**config.mk**
```make
export PLATFORM = sky130hd
export DESIGN_NAME = mtr_drv_pwm
export DESIGN_NICKNAME = d
export VERILOG_FILES = /design/src/rtl/mtr_drv_pwm.sv
export SDC_FILE = /design/constraint.sdc
export NUM_CORES = 1
export LEC_CHECK = 0
export CORE_MARGIN = 10
export CORE_UTILIZATION = 56
export DETAILED_ROUTE_END_ITERATION = 16
export PLACE_DENSITY_LB_ADDON = 0.3
export SLEW_MARGIN = 20
export SYNTH_ARGS = -nofsm -noshare
export SYNTH_HDL_FRONTEND = slang
export SYNTH_SLANG_ARGS = --single-unit
export TNS_END_PERCENT = 50
```
**constraint.sdc**
```tcl
create_clock -name clk -period 2.3 [get_ports clk]
set_input_delay 0.46 -clock clk [delete_from_list [all_inputs] [get_ports clk]]
set_output_delay 0.46 -clock clk [all_outputs]
set_load 0.01 [all_outputs]
```
**src/rtl/mtr_drv_pwm.sv**
```systemverilog
// Dual-channel H-bridge PWM: signed speed -> shadowed duty -> complementary pair with dead-time.
// Outputs are registered and show the state of the previous count of the shared 2048-clock period.
module mtr_drv_pwm #(
    parameter int DEADTIME = 32
) (
    input  logic               clk,
    input  logic               rst,
    input  logic signed [10:0] lft_spd,
    input  logic signed [10:0] rght_spd,
    output logic               lftPWM1,
    output logic               lftPWM2,
    output logic               rghtPWM1,
    output logic               rghtPWM2,
    output logic               pwm_sync
);
    localparam logic [7:0]  DT       = 8'(DEADTIME);
    localparam logic [10:0] CNT_MAX  = 11'h7FF;
    localparam logic [10:0] DUTY_RST = 11'h400;

    // Offset-binary conversion: adding 1024 is the same as flipping the sign bit.
    function automatic logic [10:0] spd_to_duty(input logic signed [10:0] spd);
        return {~spd[10], spd[9:0]};
    endfunction

    function automatic logic [7:0] dt_sat_inc(input logic [7:0] dt);
        logic [8:0] v_inc;
        v_inc = {1'b0, dt} + 9'd1;
        return (v_inc >= {1'b0, DT}) ? DT : v_inc[7:0];
    endfunction

    logic        [10:0] r_cnt_p0;
    logic [1:0]  [10:0] r_duty_p0;
    logic [1:0]         r_raw_prev_p0;
    logic [1:0]  [7:0]  r_dt_p0;
    logic [1:0]         r_pwm1_p1;
    logic [1:0]         r_pwm2_p1;
    logic               r_sync_p1;

    logic [1:0]  [10:0] w_duty_in;
    logic [1:0]         w_raw;
    logic [1:0]  [7:0]  w_dt;
    logic [1:0]         w_dt_done;

    assign w_duty_in[0] = spd_to_duty(lft_spd);
    assign w_duty_in[1] = spd_to_duty(rght_spd);

    // Stage p0: raw compare and dead-time tracking for the current count (index 0 = left, 1 = right).
    always_comb begin
        w_raw     = '0;
        w_dt      = '0;
        w_dt_done = '0;
        for (int c = 0; c < 2; c++) begin
            w_raw[c]     = (r_cnt_p0 < r_duty_p0[c]);
            w_dt[c]      = ((r_cnt_p0 < r_duty_p0[c]) != r_raw_prev_p0[c]) ? 8'd0
                                                                          : dt_sat_inc(r_dt_p0[c]);
            w_dt_done[c] = (w_dt[c] == DT);
        end
    end

    always_ff @(posedge clk or posedge rst) begin
        if (rst) begin
            r_cnt_p0      <= '0;
            r_duty_p0     <= {DUTY_RST, DUTY_RST};
            r_raw_prev_p0 <= '0;
            r_dt_p0       <= '0;
            r_pwm1_p1     <= '0;
            r_pwm2_p1     <= '0;
            r_sync_p1     <= 1'b0;
        end else begin
            r_cnt_p0 <= r_cnt_p0 + 11'd1;
            // Duty only changes on the last count so a period is never split between two values.
            if (r_cnt_p0 == CNT_MAX) begin
                r_duty_p0 <= w_duty_in;
            end
            r_raw_prev_p0 <= w_raw;
            r_dt_p0       <= w_dt;
            // Stage p1: registered bridge drives aligned with pwm_sync.
            r_pwm1_p1     <= w_raw & w_dt_done;
            r_pwm2_p1     <= ~w_raw & w_dt_done;
            r_sync_p1     <= (r_cnt_p0 == 11'd0);
        end
    end

    assign lftPWM1  = r_pwm1_p1[0];
    assign lftPWM2  = r_pwm2_p1[0];
    assign rghtPWM1 = r_pwm1_p1[1];
    assign rghtPWM2 = r_pwm2_p1[1];
    assign pwm_sync = r_sync_p1;

endmodule

```
==> impl_metrics.env <==
export IMPL_cts_made_buffers=5
export IMPL_ys_ff_latch=56
export IMPL_via_per_inst=5.217
export IMPL_dominantRegCellSynth="dfrtp_1"
export IMPL_gp_congestion=0.7564
export IMPL_cp_arrival_ns=2.21
export IMPL_area_delta_synth_final_pct=16.95
export IMPL_antenna_found_initial=0
export IMPL_max_vdd_ir_drop_mv=0.3103
export IMPL_fin_util=0.6881
export IMPL_overflow=0
export IMPL_fp_row_count=25
export IMPL_pin_count=29
export IMPL_critPathLaunchType="flop"
export IMPL_clk_latency_ns=0.30
export IMPL_cts_tree="built"
export IMPL_crit_start="r_duty_p0[21]"
export IMPL_grt_pass1_vias=1954
export IMPL_yosys_area_top_type="dfrtp_1"
export IMPL_period_needed_ns=2.021
export IMPL_drv_slew=0
export IMPL_die_h_um=91.14
export IMPL_hold_start="r_duty_p0[10]"
export IMPL_avgSynthCellArea_um2=11.91
export IMPL_yosysMostFrequentCell="dfrtp_1"
export IMPL_die_width_um=91.14
export IMPL_grt_usage=0.1274
export IMPL_cts_sinks=56
export IMPL_syn_inst=238
export IMPL_dieArea_um2=8307
export IMPL_drive_gt1_frac=0.1331
export IMPL_end_kind="flop"
export IMPL_ant_nets=0
export IMPL_portBuffers=28
export IMPL_tns_ns=0
export IMPL_antennaDiodeCount=0
export IMPL_max_freq_ghz=0.4948
export IMPL_cts_setup_buffers=0
export IMPL_synth_edf_count=0
export IMPL_ctsHoldBuffers=0
export IMPL_synthTopCellsByCount="54 x dfrtp_1, 26 x ha_1, 23 x inv_1"
export IMPL_hold_violations=0
export IMPL_dp_hpwl_mm=3.805
export IMPL_path_clk_slew_ns=0.09
export IMPL_h_tree_depth=2
export IMPL_period_share=0.8787
export IMPL_crit_type="flop to flop"
export IMPL_synth_area_top_cells="dfrtp_1 48%, ha_1 11%, mux2_4 8.5%, inv_1 3.0%, nor4b_1 2.8%"
export IMPL_crit_fanout=6
export IMPL_p_leak_uw=0.001628
export IMPL_yosys_area_top_type_share=0.4768
export IMPL_yosysSeqAreaShare=0.4954
export IMPL_cts_root_buffer="clkbuf_8"
export IMPL_drtPass1Iterations=4
export IMPL_cts_resized=0
export IMPL_power_density_nw_per_um2=505.4
export IMPL_grt_pass1_wl_mm=8.811
export IMPL_cap_violations=0
export IMPL_crit_reg2reg_launch="r_duty_p0[21]"
export IMPL_final_setup_viol_count=0
export IMPL_drc=0
export IMPL_skew_ns=0.008108
export IMPL_syn_cell_area_um2=2834
export IMPL_clockBufferDepth=2
export IMPL_status="finished clean"
export IMPL_yosysWarnings=0
export IMPL_coreArea_um2=4817
export IMPL_nets=327
export IMPL_start_util=0.5883
export IMPL_worstPathRequired_ns=2.49
export IMPL_min_delay_path_class="flop to flop"
export IMPL_wl_mm=4.988
export IMPL_avgRoutedWirePerCell_um=14.46
export IMPL_grt_max_degree=57
export IMPL_ys_async_sr_fraction=1.000
export IMPL_ys_types=33
export IMPL_rsz0062_at_grt="false"
export IMPL_vias=1800
export IMPL_drt_iter0_drc=111
==> placed cells by master (no fill, tap or decap), types with 6 or more instances in the layout <==
cell type,instances
nor3_1,6
clkbuf_8,6
mux2_4,16
nor4b_1,9
nand3_1,7
nand2_1,17
inv_1,22
dfrtp_1,54
a21oi_1,12
o21ai_0,8
ha_1,26
clkdlybuf4s50_1,28
xnor2_1,8
xor2_1,7
==> path summary, 6_finish.rpt <==
path	to	slack [ns]	cells after the start
max in group asynchronous	r_duty_p0[21]	1.48	3
setup reg to reg	r_dt_p0[9]	0.28	7
hold reg to reg	r_duty_p0[10]	0.48	2
setup / recovery	r_dt_p0[9]	0.28	7
min in group asynchronous	r_duty_p0[4]	0.52	3
hold / removal	r_duty_p0[10]	0.48	2
==> worst max-delay path, stage by stage (launching register included) <==
cell,delay (ns)
dfstp_2,0.54
inv_1,0.04
ha_1,0.31
nand4_1,0.12
nor3_1,0.20
a21oi_1,0.13
a21boi_1,0.33
and4b_1,0.24
==> where the power goes <==
part	leakage [µW]	internal, µW	switching (µW)	total, µW
Combinational	0.000903	71.6	47.0	119
Clock	0.0000510	241	298	539
Sequential	0.000674	1010	11.8	1020
Total	0.00163	1320	357	1680
==> final cells by class <==
cell class / instances / area, µm²
Sequential cell: 56 / 1404
Fill cell: 371 / 1503
Timing Repair Buffer: 31 / 315.3
Clock inverter: 2 / 10.01
Inverter: 23 / 86.33
Clock buffer: 6 / 82.58
Tap cell: 67 / 83.83
Multi-Input combinational cell: 160 / 1333
==> registers in the layout (all words and copies together), names as in the netlist <==
register	flops
r_duty_p0	22
pwm_sync	1
r_cnt_p0	11
r_pwm1_p1	2
r_pwm2_p1	2
r_dt_p0	16
r_raw_prev_p0	2
==> metrics by stage <==
step	hold WS, ns	std cells	total power, µW	area [µm²]	worst slack [ns]
floorplan	0.4293	241	1095	2845	0.4720
global placement	0.4619	337	1153	3222	0.3851
detailed placement	0.4734	337	1157	3222	0.2731
CTS	0.4883	345	1695	3314	0.2655
global route	0.5249	345	1746	3314	0.07839
finish	0.4849	345	1675	3314	0.2790
==> cell families after synthesis <==
family | synth area share
buffers and inverters | 0.03841
flip-flops | 0.4954
adder cells (fa/ha/maj) | 0.1148
other | 0.001323
AO/OA/AOI/OAI | 0.04062
multiplexers | 0.1007
AND/OR/NAND/NOR | 0.1625
XOR/XNOR | 0.04636
==> layer usage <==
metal  global-route usage  vias to the layer above  share of wire
met4              0.05744                        0          0.022
met5                    0                        -              0
met2               0.2011                       38           0.46
li1                     -                      901              -
met1               0.1604                      851           0.48
met3              0.03292                       10          0.045
No activity file was read; power rests on OpenSTA's default activity.
